### src/rtl/slc3_mem_arbiter_if.sv
// Requester-side bus of the SLC-3 memory arbiter: one instance per port.
// The arbiter takes the slave modport, requesters take master.
interface slc3_mem_arbiter_if #(
  parameter int ADDR_W = 16,
  parameter int DATA_W = 16
);
  logic              req;
  logic              we;
  logic [ADDR_W-1:0] addr;
  logic [DATA_W-1:0] wdata;
  logic              ack;
  logic [DATA_W-1:0] rdata;

  modport master (
    output req, we, addr, wdata,
    input  ack, rdata
  );

  modport slave (
    input  req, we, addr, wdata,
    output ack, rdata
  );
endinterface

### src/rtl/slc3_mem_arbiter.sv
// SLC-3 two-port memory arbiter/sequencer with memory-mapped switches/hex I/O.
// ARB_ROUND_ROBIN_EN selects round-robin contest resolution; default is fixed A priority.
module slc3_mem_arbiter #(
  parameter int              ADDR_W  = 16,
  parameter int              DATA_W  = 16,
  parameter int              RD_LAT  = 2,
  parameter logic [ADDR_W-1:0] IO_ADDR = 16'hFFFF
) (
  input  logic              i_clk,
  input  logic              i_rst_n,
  slc3_mem_arbiter_if.slave a_if,
  slc3_mem_arbiter_if.slave b_if,
  output logic              o_mem_ce,
  output logic              o_mem_we,
  output logic [ADDR_W-1:0] o_mem_addr,
  output logic [DATA_W-1:0] o_mem_wdata,
  input  logic [DATA_W-1:0] i_mem_rdata,
  input  logic [9:0]        i_sw,
  output logic [15:0]       o_io_reg,
  output logic              o_busy,
  output logic              o_grant
);

  typedef enum logic [1:0] {
    IDLE  = 2'd0,
    ISSUE = 2'd1,
    WAIT  = 2'd2,
    DONE  = 2'd3
  } state_t;

  localparam logic [2:0] LAT = 3'(RD_LAT);

  state_t              r_state;
  state_t              w_nxt;
  logic                r_grant;
  logic                r_we;
  logic [ADDR_W-1:0]   r_addr;
  logic [DATA_W-1:0]   r_wdata;
  logic [2:0]          r_cnt;
  logic [DATA_W-1:0]   r_a_rdata;
  logic [DATA_W-1:0]   r_b_rdata;
  logic [ADDR_W-1:0]   r_mem_addr;
  logic [DATA_W-1:0]   r_mem_wdata;
  logic [15:0]         r_io_reg;

  logic                w_any;
  logic                w_pick_b;
  logic                w_sel_we;
  logic [ADDR_W-1:0]   w_sel_addr;
  logic [DATA_W-1:0]   w_sel_wdata;
  logic                w_io;
  logic                w_lat_hit;

  assign w_any     = a_if.req | b_if.req;
  assign w_io      = (r_addr == IO_ADDR);
  assign w_lat_hit = (r_cnt == LAT);

  always_comb begin
    w_pick_b = r_grant;
    if (a_if.req && b_if.req) begin
`ifdef ARB_ROUND_ROBIN_EN
      w_pick_b = ~r_grant;
`else
      w_pick_b = 1'b0;
`endif
    end else if (a_if.req) begin
      w_pick_b = 1'b0;
    end else if (b_if.req) begin
      w_pick_b = 1'b1;
    end
  end

  always_comb begin
    w_sel_we    = w_pick_b ? b_if.we    : a_if.we;
    w_sel_addr  = w_pick_b ? b_if.addr  : a_if.addr;
    w_sel_wdata = w_pick_b ? b_if.wdata : a_if.wdata;
  end

  always_ff @(posedge i_clk or negedge i_rst_n) begin
    if (!i_rst_n) r_state <= IDLE;
    else          r_state <= w_nxt;
  end

  always_comb begin
    w_nxt = r_state;
    unique case (r_state)
      IDLE:  if (w_any) w_nxt = ISSUE;
      ISSUE: w_nxt = (w_io || r_we) ? DONE : WAIT;
      WAIT:  if (w_lat_hit) w_nxt = DONE;
      DONE:  w_nxt = IDLE;
      default: w_nxt = IDLE;
    endcase
  end

  always_comb begin
    o_busy      = (r_state != IDLE);
    o_mem_ce    = (r_state == ISSUE) && !w_io;
    o_mem_we    = o_mem_ce && r_we;
    a_if.ack    = (r_state == DONE) && !r_grant;
    b_if.ack    = (r_state == DONE) && r_grant;
    a_if.rdata  = r_a_rdata;
    b_if.rdata  = r_b_rdata;
    o_mem_addr  = r_mem_addr;
    o_mem_wdata = r_mem_wdata;
    o_io_reg    = r_io_reg;
    o_grant     = r_grant;
  end

  always_ff @(posedge i_clk or negedge i_rst_n) begin
    if (!i_rst_n) begin
      r_grant     <= 1'b1;
      r_we        <= 1'b0;
      r_addr      <= '0;
      r_wdata     <= '0;
      r_cnt       <= '0;
      r_a_rdata   <= '0;
      r_b_rdata   <= '0;
      r_mem_addr  <= '0;
      r_mem_wdata <= '0;
      r_io_reg    <= '0;
    end else begin
      unique case (r_state)
        IDLE: begin
          if (w_any) begin
            r_grant <= w_pick_b;
            r_we    <= w_sel_we;
            r_addr  <= w_sel_addr;
            r_wdata <= w_sel_wdata;
            // Memory pins only follow real memory accesses
            if (w_sel_addr != IO_ADDR) begin
              r_mem_addr  <= w_sel_addr;
              r_mem_wdata <= w_sel_wdata;
            end
          end
        end
        ISSUE: begin
          r_cnt <= 3'd1;
          if (w_io && r_we) begin
            r_io_reg <= 16'(r_wdata);
          end else if (w_io) begin
            if (r_grant) r_b_rdata <= DATA_W'(i_sw);
            else         r_a_rdata <= DATA_W'(i_sw);
          end
        end
        WAIT: begin
          if (w_lat_hit) begin
            if (r_grant) r_b_rdata <= i_mem_rdata;
            else         r_a_rdata <= i_mem_rdata;
          end else begin
            r_cnt <= r_cnt + 3'd1;
          end
        end
        DONE: begin
          r_cnt <= '0;
        end
        default: begin
          r_cnt <= '0;
        end
      endcase
    end
  end

endmodule

### src/flat_wrapper.sv
// flat-port wrapper written by rule: the top's interface ports become plain ports
module slc3_mem_arbiter_flat 
#(
  parameter int              ADDR_W  = 16,
  parameter int              DATA_W  = 16,
  parameter int              RD_LAT  = 2,
  parameter logic [ADDR_W-1:0] IO_ADDR = 16'hFFFF
)
  (i_clk, i_rst_n, o_mem_ce, o_mem_we, o_mem_addr, o_mem_wdata, i_mem_rdata, i_sw, o_io_reg, o_busy, o_grant, a_if_req, a_if_we, a_if_addr, a_if_wdata, a_if_ack, a_if_rdata, b_if_req, b_if_we, b_if_addr, b_if_wdata, b_if_ack, b_if_rdata);
  slc3_mem_arbiter_if #(.ADDR_W(ADDR_W), .DATA_W(DATA_W)) a_if_i ();
  slc3_mem_arbiter_if #(.ADDR_W(ADDR_W), .DATA_W(DATA_W)) b_if_i ();
  input  logic i_clk;
  input  logic i_rst_n;
  output logic o_mem_ce;
  output logic o_mem_we;
  output logic [ADDR_W-1:0] o_mem_addr;
  output logic [DATA_W-1:0] o_mem_wdata;
  input  logic [DATA_W-1:0] i_mem_rdata;
  input  logic [9:0] i_sw;
  output logic [15:0] o_io_reg;
  output logic o_busy;
  output logic o_grant;
  input wire logic [$bits(a_if_i.req)-1:0] a_if_req;
  input wire logic [$bits(a_if_i.we)-1:0] a_if_we;
  input wire logic [$bits(a_if_i.addr)-1:0] a_if_addr;
  input wire logic [$bits(a_if_i.wdata)-1:0] a_if_wdata;
  output wire logic [$bits(a_if_i.ack)-1:0] a_if_ack;
  output wire logic [$bits(a_if_i.rdata)-1:0] a_if_rdata;
  input wire logic [$bits(b_if_i.req)-1:0] b_if_req;
  input wire logic [$bits(b_if_i.we)-1:0] b_if_we;
  input wire logic [$bits(b_if_i.addr)-1:0] b_if_addr;
  input wire logic [$bits(b_if_i.wdata)-1:0] b_if_wdata;
  output wire logic [$bits(b_if_i.ack)-1:0] b_if_ack;
  output wire logic [$bits(b_if_i.rdata)-1:0] b_if_rdata;
  assign a_if_i.req = a_if_req;
  assign a_if_i.we = a_if_we;
  assign a_if_i.addr = a_if_addr;
  assign a_if_i.wdata = a_if_wdata;
  assign a_if_ack = a_if_i.ack;
  assign a_if_rdata = a_if_i.rdata;
  assign b_if_i.req = b_if_req;
  assign b_if_i.we = b_if_we;
  assign b_if_i.addr = b_if_addr;
  assign b_if_i.wdata = b_if_wdata;
  assign b_if_ack = b_if_i.ack;
  assign b_if_rdata = b_if_i.rdata;
  slc3_mem_arbiter #(.ADDR_W(ADDR_W), .DATA_W(DATA_W), .RD_LAT(RD_LAT), .IO_ADDR(IO_ADDR)) u_core (.i_clk(i_clk), .i_rst_n(i_rst_n), .a_if(a_if_i), .b_if(b_if_i), .o_mem_ce(o_mem_ce), .o_mem_we(o_mem_we), .o_mem_addr(o_mem_addr), .o_mem_wdata(o_mem_wdata), .i_mem_rdata(i_mem_rdata), .i_sw(i_sw), .o_io_reg(o_io_reg), .o_busy(o_busy), .o_grant(o_grant));
endmodule
### config.mk
export PLATFORM = sky130hd
export DESIGN_NAME = slc3_mem_arbiter_flat
export DESIGN_NICKNAME = d
export VERILOG_FILES = /design/src/rtl/slc3_mem_arbiter_if.sv /design/src/rtl/slc3_mem_arbiter.sv /design/src/flat_wrapper.sv
export SDC_FILE = /design/constraint.sdc
export NUM_CORES = 1
export LEC_CHECK = 0
export ABC_AREA = 1
export CAP_MARGIN = 15
export CORE_MARGIN = 2
export CORE_UTILIZATION = 45
export DETAILED_ROUTE_END_ITERATION = 10
export PLACE_DENSITY = 0.78
export SYNTH_ARGS = -nofsm -noshare
export SYNTH_HDL_FRONTEND = slang
export SYNTH_SLANG_ARGS = --single-unit
### constraint.sdc
create_clock -name i_clk -period 2.8 [get_ports i_clk]
set_input_delay 0.56 -clock i_clk [delete_from_list [all_inputs] [get_ports i_clk]]
set_output_delay 0.56 -clock i_clk [all_outputs]
set_load 0.1 [all_outputs]
# == After elaboration in Yosys (flattened, before gate mapping) ==
# Index checks and enable logic that the tools add are counted.
# word_totals
in_bits,96
reg_bits,119
# classes
n_eq_ne,15
n_reduce_logical,20
add_sub_neg,1
n_bitwise,1
n_mux,24
# op_table
operator,count
$mux W16,12
$pmux W16 S2,2
$eq A16 B16 Y1 const B,1
$ne A16 B16 Y1 const B,1
$reduce_and A6 Y1,2
$ne A2 B1 Y1 const B,5
$pmux W3 S3,1
$ne A2 B2 Y1 const B,4
$pmux W2 S4,1
$reduce_and A2 Y1,4
$logic_and A1 B1 Y1,6
$mux W1,5
$eq A2 B2 Y1 const B,2
$mux W2,2
$reduce_bool A2 Y1,2
$add A3 B1 Y3 const B,1
$eq A3 B2 Y1 const B,1
$mux W3,1
$reduce_and A3 Y1,1
$reduce_bool A3 Y1,1
$eq A2 B1 Y1 const B,1
$logic_not A1 Y1,2
$logic_not A2 Y1,1
$logic_or A1 B1 Y1,1
$or A1 B1 Y1,1

# == Longest topological paths before layout ==
# depth
word_depth,6
depth_mapped,13
mapped_depth_nobuf,11

# == Worst setup path before layout ==
# Ideal clock, no wire load.
# synth_timing
path_kind,register to output
startpoint,register u_core.r_state[1]
endpoint,output o_mem_we
path_stages_with_launch,5
t_required_ps,2240
slack_ps,183
arrival_ps,2057
cell_sequence,dfrtp_1 inv_1 ha_1 nand2_1 nor2_1
# synth_between
elab_chain_cells,3
# synth_lines
element,line,text
"start, declared",slc3_mem_arbiter.sv:33,state_t r_state;
"start signal, assigned",slc3_mem_arbiter.sv:81,else r_state <= w_nxt;
$eq A2 B1 Y1,slc3_mem_arbiter.sv:97,o_mem_ce = (r_state == ISSUE) && !w_io;
$logic_and A1 B1 Y1,slc3_mem_arbiter.sv:97,
$logic_and A1 B1 Y1,slc3_mem_arbiter.sv:98,o_mem_we = o_mem_ce && r_we;
"end, declared",flat_wrapper.sv:15,output logic o_mem_we;
# Every way passes these cells.

# == Worst setup path in the final report ==
# layout_timing
startpoint,input b_if_req
endpoint,register u_core.r_wdata[3]
# layout_between
elab_chain_cells,4
word_cells_on_any_way,7
# layout_lines
element,line,text
"start, declared",flat_wrapper.sv:29,input wire logic [$bits(b_if_i.req)-1:0] b_if_req;
$mux W1,slc3_mem_arbiter.sv:68,end else if (b_if.req) begin
$mux W1,slc3_mem_arbiter.sv:66,end else if (a_if.req) begin
$mux W1,slc3_mem_arbiter.sv:60,if (a_if.req && b_if.req) begin
$mux W16,slc3_mem_arbiter.sv:76,w_sel_wdata = w_pick_b ? b_if.wdata : a_if.wdata;
"end signal, assigned",slc3_mem_arbiter.sv:128,r_wdata <= w_sel_wdata;
"end, declared",slc3_mem_arbiter.sv:38,logic [DATA_W-1:0] r_wdata;
# Parallel ways exist; a longest one is shown, timed or not.
# A chain may end at the register's enable or synchronous reset.

==> metrics.md <==
| Metric | Value |
|---|---|
| Run status | `completed` |
| Slew Limit Headroom | `0.436` |
| Vias in the first global route | `4,910` |
| Pre-CTS WS | `around 0.031 ns` |
| Final Hold Viols | `0` |
| Initial Util | `0.463` |
| Post-Syn Nets | `about 780` |
| Mean Syn Cell Area | `8.32 um2` |
| Initial antenna violation count | `0` |
| Final setup vio count | `0` |
| Setup ws final | `0.407 ns` |
| R2R Path Start | `u_core.o_grant` |
| Sequential area share after synthesis | `0.531` |
| Total CTS buffers | `17` |
| First-pass GRT wire length | `23,600 um` |
| Final Critical Period | `2.39 ns` |
| 1st-iter DRT viols | `375` |
| Worst Path Buf+Inv | `4` |
| Pin count of the biggest net entering global routing | `67` |
| Clock Path Buffers | `2` |
| CP required | `3.08 ns` |
| Slew Viols, Final | `0` |
| Rows | `40` |
| Main synth FF type | `dfrtp_1` |
| Worst r2r path cells | `11` |
| Area share of the largest cell type after synthesis | `0.527` |
| Finished Layout Cells | `1,035` |
| Yosys Warn Count | `0` |
| DR DRC count | `0` |
| R2r setup slk | `0.65 ns` |
| Core area | `0.0121 mm2` |
| Fmax | `0.418 GHz` |
| Critical path type | `in2reg` |
| Clock Tree Root | `clkbuf_16` |
| Layout filler cell count | `1,015` |
| Worst-Skew Late Latency | `roughly 0.4 ns` |
| Worst Skew | `around 0.0093 ns` |
| Synth cell types | `32` |
| Critical-path cell list | `clkdlybuf4s50_1 -> o21ai_4 -> buf_4 -> buf_4 -> clkinv_1 -> nand2_1 -> nand2_1 -> nand2_1 -> o21ai_0` |
| Crit-path slowest cell | `clkdlybuf4s50_1` |
| Max Cap Viol | `0` |
| Crit-path most repeated cell | `nand2_1` |
| Count leader, synth | `nand2_1` |
| Final worst-path cycle share | `0.855` |
| IO Pins | `about 180` |
| CP arrival | `around 2.7 ns` |
| Post-CTS Setup Bufs | `0` |
| CP startpoint kind | `input port` |
| Leading area contributor after synthesis | `dfrtp_1` |
| Crit-path leading delay family | `buffers and inverters` |
| Post-synthesis register bit count | `119` |
| Hold_buf cts | `0` |
| Post-synth top cells | `nand2_1, dfrtp_1, inv_1` |
| Vias per Instance | `around 4.8` |
| Area added between synthesis and finish | `41.5%` |
| DR pass1 iterations | `4` |
| Post-synth EDFFs | `0` |
| Routed WL | `14,800 um` |
| Placed Cells | `1,003` |
| Die area | `around 0.013 mm2` |
| Hold Path Class | `in2async` |
| H-tree level count | `4` |
| Final core utilization | `0.655` |
| CTS resizes | `0` |
| RSZ-0062 raised after global routing | `no` |
| Port buffer count | `181` |
| Worst-path clk slew | `0.05 ns` |
| Worst-path maximum fanout | `17` |
| Least-Margin Pin Slew | `approximately 0.84 ns` |
| CTS tree | `yes` |
| Ys async rst share | `1.00` |
| Final HPWL DP | `10,700 um` |
| Ant. Diodes | `0` |
| Die height | `116 um` |
| Setup TNS | `0 ns` |
| Routed len/inst | `approximately 14 um` |
| Share of layout cells above drive strength 1 | `0.198` |
| GRT Resource Usage Total | `0.226` |
| Mapped Cells | `674` |
| Final #Nets | `around 960` |
| Clock Sinks | `119` |
| DR vias | `5,007` |
| Post-synthesis cell area | `0.00561 mm2` |
| Die Wd | `116 um` |
| Area contributors post-synth | `dfrtp_1, nand2_1, inv_1, o21ai_0, nand3_1` |
| ANT nets after route | `0` |
| CP endpoint kind | `flip-flop` |
| RR Endpoint | `u_core.o_mem_wdata[12]` |
| Gp weighted congestion | `0.843` |
| GRT overflow | `0` |
| CP max stage delay | `0.48 ns` |
## placed cells by master, fill, tap and decap left out, types with 2 or more instances in the layout
master           count
nor2_1              38
mux2_2              10
buf_12               2
nor2_2               2
clkinv_2             5
nand2_1            206
nand3b_1            14
nand4_1              3
inv_1               81
o21ai_0             59
clkdlybuf4s50_1     94
clkinvlp_4           4
nand2_4              2
nand2_2             20
ha_1                 6
a21oi_1             24
buf_4               98
dfrtp_1            118
bufinv_16            3
clkbuf_16           17
o21ai_1              7
inv_2                2
nand3_1             36
## worst max path at each step
stage	endpoint	from	depth (start not counted)	slack, ns
floorplan	o_mem_we	u_core.r_state[1]	4	0.18
global placement	u_core.o_mem_wdata[7]	b_if_req	9	0.11
detailed placement	u_core.r_wdata[3]	b_if_req	9	0.03
CTS	u_core.r_wdata[3]	b_if_req	9	0.44
global route	u_core.r_wdata[13]	b_if_req	9	0.21
finish	u_core.r_wdata[3]	b_if_req	9	0.41
## per-stage QoR
step / hold WS (ns) / cell area [um2]
floorplan: 0.264 / 5610
global placement: 0.461 / 7340
detailed placement: 0.467 / 7340
CTS: 0.170 / 7940
global route: 0.187 / 7940
finish: 0.153 / 7940
## layout make-up
class	instances	area (um2)	share of cell area
inverter	84	315	0.0397
timing repair buffer	194	1720	0.216
sequential	119	2980	0.375
clock inverter	13	154	0.0194
multi-input combinational	438	2120	0.267
clock buffer	19	443	0.0558
tap	168	210	0.0265
## kinds of logic after synthesis
| logic type | Yosys count | synth area share |
|---|---|---|
| AO/OA/AOI/OAI | 96 | 0.0895 |
| adder cells (fa/ha/maj) | 6 | 0.0134 |
| buffers and inverters | 117 | 0.0921 |
| flip-flops | 119 | 0.531 |
| multiplexers | 10 | 0.0201 |
| AND/OR/NAND/NOR | 326 | 0.254 |
## per-layer routing
layer / vias up / GRT usage / share of wire
met1: 2351 / 0.292 / 0.43
li1: 2471 / - / -
met2: 165 / 0.383 / 0.49
met4: 0 / 0.0841 / 0.017
met5: - / 0 / 0
met3: 20 / 0.0424 / 0.059
Power is not shown: default switching activity piles up to over one toggle a cycle in this logic, so the estimate is an artifact.
